<file path="src/rtl/icache_ctrl.sv">
// Direct-mapped, one-word-per-line instruction cache controller.
// Hits answer next cycle; misses fetch one word via the memory controller handshake.
module icache_ctrl #(
  parameter int INDEX_BITS    = 6,
  parameter int MEM_ADDR_BITS = 18
) (
  input  logic        clk_in,
  input  logic        rst_in,
  input  logic        rdy_in,
  input  logic        ifu_req,
  input  logic [31:0] ifu_pc,
  input  logic        ifu_flush,
  output logic        inst_ready,
  output logic [31:0] inst_out,
  output logic [31:0] inst_pc,
  output logic        mem_req_out,
  output logic [31:0] mem_addr_out,
  input  logic        mem_received_in,
  input  logic        mem_done_in,
  input  logic [31:0] mem_data_in,
  output logic [31:0] hit_count,
  output logic [31:0] miss_count
);

  localparam int LINES = 1 << INDEX_BITS;
  localparam int TAG_W = MEM_ADDR_BITS - INDEX_BITS - 2;

  typedef enum logic [1:0] {
    S_IDLE,
    S_REQ,
    S_WAIT
  } state_e;

  state_e state_q, state_d;

  logic [LINES-1:0] valid_q, valid_d;
  logic [TAG_W-1:0] tag_q [LINES];
  logic [31:0]      data_q [LINES];

  logic [31:2] pc_q, pc_d;
  logic        cancel_q, cancel_d;
  logic        inst_ready_q, inst_ready_d;
  logic [31:0] inst_out_q, inst_out_d;
  logic [31:0] inst_pc_q, inst_pc_d;
  logic        mem_req_q, mem_req_d;
  logic [31:0] mem_addr_q, mem_addr_d;
  logic [31:0] hit_cnt_q, hit_cnt_d;
  logic [31:0] miss_cnt_q, miss_cnt_d;

  logic                  fill_we;
  logic [INDEX_BITS-1:0] req_idx;
  logic [TAG_W-1:0]      req_tag;
  logic [INDEX_BITS-1:0] fill_idx;
  logic [TAG_W-1:0]      fill_tag;
  logic [31:0]           req_word;
  logic                  hit;
  logic                  unused_pc_lsb;

  assign req_idx  = ifu_pc[INDEX_BITS+1:2];
  assign req_tag  = ifu_pc[MEM_ADDR_BITS-1:INDEX_BITS+2];
  assign req_word = {ifu_pc[31:2], 2'b00};
  assign fill_idx = pc_q[INDEX_BITS+1:2];
  assign fill_tag = pc_q[MEM_ADDR_BITS-1:INDEX_BITS+2];
  assign hit      = valid_q[req_idx] && (tag_q[req_idx] == req_tag);

  assign unused_pc_lsb = ^ifu_pc[1:0];

  always_comb begin
    state_d      = state_q;
    valid_d      = valid_q;
    pc_d         = pc_q;
    cancel_d     = cancel_q;
    inst_ready_d = 1'b0;
    inst_out_d   = inst_out_q;
    inst_pc_d    = inst_pc_q;
    mem_req_d    = mem_req_q;
    mem_addr_d   = mem_addr_q;
    hit_cnt_d    = hit_cnt_q;
    miss_cnt_d   = miss_cnt_q;
    fill_we      = 1'b0;
    unique case (state_q)
      S_IDLE: begin
        if (ifu_req && !ifu_flush) begin
          if (hit) begin
            inst_ready_d = 1'b1;
            inst_out_d   = data_q[req_idx];
            inst_pc_d    = req_word;
            hit_cnt_d    = hit_cnt_q + 32'd1;
          end else begin
            pc_d       = ifu_pc[31:2];
            mem_req_d  = 1'b1;
            mem_addr_d = req_word;
            miss_cnt_d = miss_cnt_q + 32'd1;
            cancel_d   = 1'b0;
            state_d    = S_REQ;
          end
        end
      end
      S_REQ: begin
        // The memory request is never withdrawn; a flush only drops the answer.
        if (ifu_flush) cancel_d = 1'b1;
        if (mem_received_in) begin
          mem_req_d = 1'b0;
          state_d   = S_WAIT;
        end
      end
      S_WAIT: begin
        if (mem_done_in) begin
          fill_we          = 1'b1;
          valid_d[fill_idx] = 1'b1;
          cancel_d         = 1'b0;
          state_d          = S_IDLE;
          if (!cancel_q && !ifu_flush) begin
            inst_ready_d = 1'b1;
            inst_out_d   = mem_data_in;
            inst_pc_d    = {pc_q, 2'b00};
          end
        end else if (ifu_flush) begin
          cancel_d = 1'b1;
        end
      end
      default: state_d = S_IDLE;
    endcase
  end

  always_ff @(posedge clk_in or negedge rst_in) begin
    if (!rst_in) begin
      state_q      <= S_IDLE;
      valid_q      <= '0;
      pc_q         <= '0;
      cancel_q     <= 1'b0;
      inst_ready_q <= 1'b0;
      inst_out_q   <= '0;
      inst_pc_q    <= '0;
      mem_req_q    <= 1'b0;
      mem_addr_q   <= '0;
      hit_cnt_q    <= '0;
      miss_cnt_q   <= '0;
    end else if (rdy_in) begin
      state_q      <= state_d;
      valid_q      <= valid_d;
      pc_q         <= pc_d;
      cancel_q     <= cancel_d;
      inst_ready_q <= inst_ready_d;
      inst_out_q   <= inst_out_d;
      inst_pc_q    <= inst_pc_d;
      mem_req_q    <= mem_req_d;
      mem_addr_q   <= mem_addr_d;
      hit_cnt_q    <= hit_cnt_d;
      miss_cnt_q   <= miss_cnt_d;
    end
  end

  // Tag/data storage carries no reset; valid_q guards it.
  always_ff @(posedge clk_in) begin
    if (rdy_in && fill_we) begin
      tag_q[fill_idx]  <= fill_tag;
      data_q[fill_idx] <= mem_data_in;
    end
  end

  assign inst_ready   = inst_ready_q;
  assign inst_out     = inst_out_q;
  assign inst_pc      = inst_pc_q;
  assign mem_req_out  = mem_req_q;
  assign mem_addr_out = mem_addr_q;
  assign hit_count    = hit_cnt_q;
  assign miss_count   = miss_cnt_q;

endmodule
</file>
<file path="config.mk">
export PLATFORM = sky130hd
export DESIGN_NAME = icache_ctrl
export DESIGN_NICKNAME = d
export VERILOG_FILES = /design/src/rtl/icache_ctrl.sv
export SDC_FILE = /design/constraint.sdc
export NUM_CORES = 2
export LEC_CHECK = 0
export CORE_MARGIN = 4
export CORE_UTILIZATION = 56
export CTS_CLUSTER_SIZE = 12
export DETAILED_ROUTE_END_ITERATION = 12
export GPL_ROUTABILITY_DRIVEN = 0
export PLACE_DENSITY_LB_ADDON = 0.08
export SLEW_MARGIN = 25
export SYNTH_ARGS = -nofsm -noshare
export SYNTH_HDL_FRONTEND = slang
export SYNTH_SLANG_ARGS = --single-unit
export TNS_END_PERCENT = 1
</file>
<file path="constraint.sdc">
create_clock -name clk_in -period 3.5 [get_ports clk_in]
set_clock_uncertainty 0.1 [all_clocks]
set_input_delay 0.7 -clock clk_in [delete_from_list [all_inputs] [get_ports clk_in]]
set_output_delay 0.7 -clock clk_in [all_outputs]
set_load 0.05 [all_outputs]
</file>
==> out/qor.txt <==
Initial detailed-routing violation count: 9120
Reg clk slew, reported paths: 0.06 ns
Layout cells sized above 1: 30.0%
First-pass GRT wire length: 471000 um
Initial antenna violation count: 12
Top FF cell, synth: edfxtp_1
Slew @ Worst Pin: 1.08 ns
VDD IR-drop max: 0.590 mV
Outcome: finished, violations left
Min-delay worst type: input pin to flop
Final ANT Viol Nets: 0
Vias in the first global route: 61200
Minimum clock period: 3.57 ns
Worst path arrival time: 4.25 ns
Core ar.: 204000 sq um
CP startpoint kind: flop
Total grt overflow: 0
Remaining DRCs: 0
Worst slack, placed: -1.26 ns
Pwr Total: 0.0830 W
Filler Cell Count: 13300
Commonest non-fill, non-tap cells in the layout: edfxtp_1 (2688), mux4_2 (734), buf_4 (328)
CP Max Fanout: 11
Clk root buf: clkbuf_16
Syn Area/Cell: 21.0 sq um
Ys async rst share: 7.72%
Core Rows: 166
Seq cells post-synth: 2913
# clock sinks: 2913
Post-Syn Area: 115000 sq um
Slew headroom: 28.0%
Cells after synthesis: 5469
Cell area after layout: 135000 sq um
IO Count: 233
Initial Util: 56.3%
Max_cap viols: 0
Placement Cell Area: 126000 sq um
Register area: 86400 sq um
Wirelength per Cell: 36.7 um
Hold slack: 0.0892 ns
Die Span Y: 461 um
Synth warnings: 0
WS Path Type: flop to flop
Final worst-path setup slack: -0.0715 ns
Largest net degree at the start of global routing: 75
Final hold viol count: 0
Most common cell after layout, fill and taps aside: edfxtp_1
Htree depth: 5
FMAX: 0.280 GHz
Die area: 213000 sq um
Post-synth EDFFs: 2688
CTS tree: done
Clk_lat worst skew: 0.95 ns
RSZ-0062 raised after global routing: yes
Vias/cell: 6.79
Req. time, crit path: 4.18 ns
Multi-input combinational cell area: 27700 sq um
Count of cell types in the netlist: 86
Vias: 61800
Max Buffers Root-to-Sink: 4
Failing checks: negative setup slack
DRT Pass-1 Iters: 7
WL final: 334000 um
CTS buffer count: 316
Die X: 461 um
Seq/Total Area, Yosys: 75.1%
DP HPWL: 195000 um
Leak Pwr: 44.5 nW
Pwr Density: 613 nW/um^2
PortBufs: 226
Crit share post-route: 102%
Final nets: 6296
GRT Overall Usage: 31.7%
P&R area growth vs syn: 17.7%
CP Capture Type: flop
Setup Viol. Count Final: 31
Max-slew violation count: 0
Setup_tns: -1.18 ns
sequential cells by signal, indices dropped and copies added (netlist names), 30 cells and up:
| name | flops |
|---|---|
| data_q | 2048 |
| tag_q | 640 |
| valid_q | 64 |
| hit_count | 32 |
| inst_out | 32 |
| miss_count | 32 |
| inst_pc | 30 |
| pc_q | 30 |
where the power goes:
part           total (W)  switching [W]  internal [W]
Combinational     0.0118        0.00774       0.00411
Clock             0.0303         0.0128        0.0174
Sequential        0.0409       0.000823        0.0401
worst paths after layout:
check,startpoint,cells after the start,end,slack (ns)
worst max-delay path,tag_q[43][1],12,pc_q[18],-0.07
worst min-delay path,mem_data_in[11],1,data_q[16][11],0.09
worst max register to register,tag_q[43][1],12,pc_q[18],-0.07
worst min register to register,valid_q[29],1,valid_q[29],0.36
max in group asynchronous,rst_in,3,valid_q[21],2.18
min in group asynchronous,rst_in,2,valid_q[32],0.21
cell usage after synthesis, drive strengths merged, types with 54 or more instances:
library cell	count	share of area [%]
dfrtp	225	4.9
a21oi	88	0.39
nand4	54	0.29
nand2	156	0.51
clkbuf	137	0.45
buf	195	1.1
mux4	744	15
nand3	120	0.53
o21a	56	0.37
mux2i	222	1.9
nor2	98	0.33
nor3	80	0.35
edfxtp	2688	70
or2	64	0.35
metrics by stage:
step / instances / utilization, %
2_1_floorplan: 5472 / -
3_3_place_gp: 8575 / 61.5
3_5_place_dp: 8575 / 61.5
4_1_cts: 9091 / 66.1
5_1_grt: 9094 / 66.2
6_report: 9101 / 66.2
kinds of logic after synthesis:
family	count (synthesis)	share of synthesized area, %
AO/OA/AOI/OAI	412	2.57
XOR/XNOR	66	0.503
adder cells (fa/ha/maj)	6	0.0653
buffers and inverters	347	1.59
flip-flops	2913	75.1
multiplexers	1008	17.0
other	1	0.00326
AND/OR/NAND/NOR	716	3.25
area by class of cell:
| type | count | area share [%] |
|---|---|---|
| antenna | 10 | 0.0185 |
| clock buffer | 432 | 6.38 |
| clock inverter | 70 | 0.350 |
| inverter | 15 | 0.0490 |
| multi-input combinational | 2212 | 20.4 |
| sequential | 2913 | 63.8 |
| tap | 2688 | 2.48 |
| timing repair buffer | 761 | 6.48 |
what timing repair did:
action                                 CTS  global route
cloned                                   5             0
resized for setup                       34            50
setup endpoints to repair              151           171
pin swaps                               21            23
endpoints found under the hold margin   63             0
hold buffers                             2             0
buffers inserted                         7             0
critical path, cell delays in order, from the launching register on:
cell	delay [ns]
edfxtp_1	0.38
mux4_2	0.46
a22o_1	0.23
a31oi_1	0.17
a21oi_1	0.09
or4b_4	0.55
and4b_2	0.30
buf_6	0.14
and3b_4	0.20
a21oi_4	0.17
buf_4	0.15
buf_12	0.13
mux2_2	0.34
routing by layer:
| layer | up-vias | global-route usage, % | routed length [um] |
|---|---|---|---|
| met3 | 584 | 7.20 | 36700 |
| li1 | 24400 | - | - |
| met2 | 3784 | 49.3 | 158000 |
| met5 | - | 0 | 39 |
| met4 | 6 | 8.84 | 9660 |
| met1 | 33100 | 46.1 | 129000 |
(Power assumes the default switching activity.)
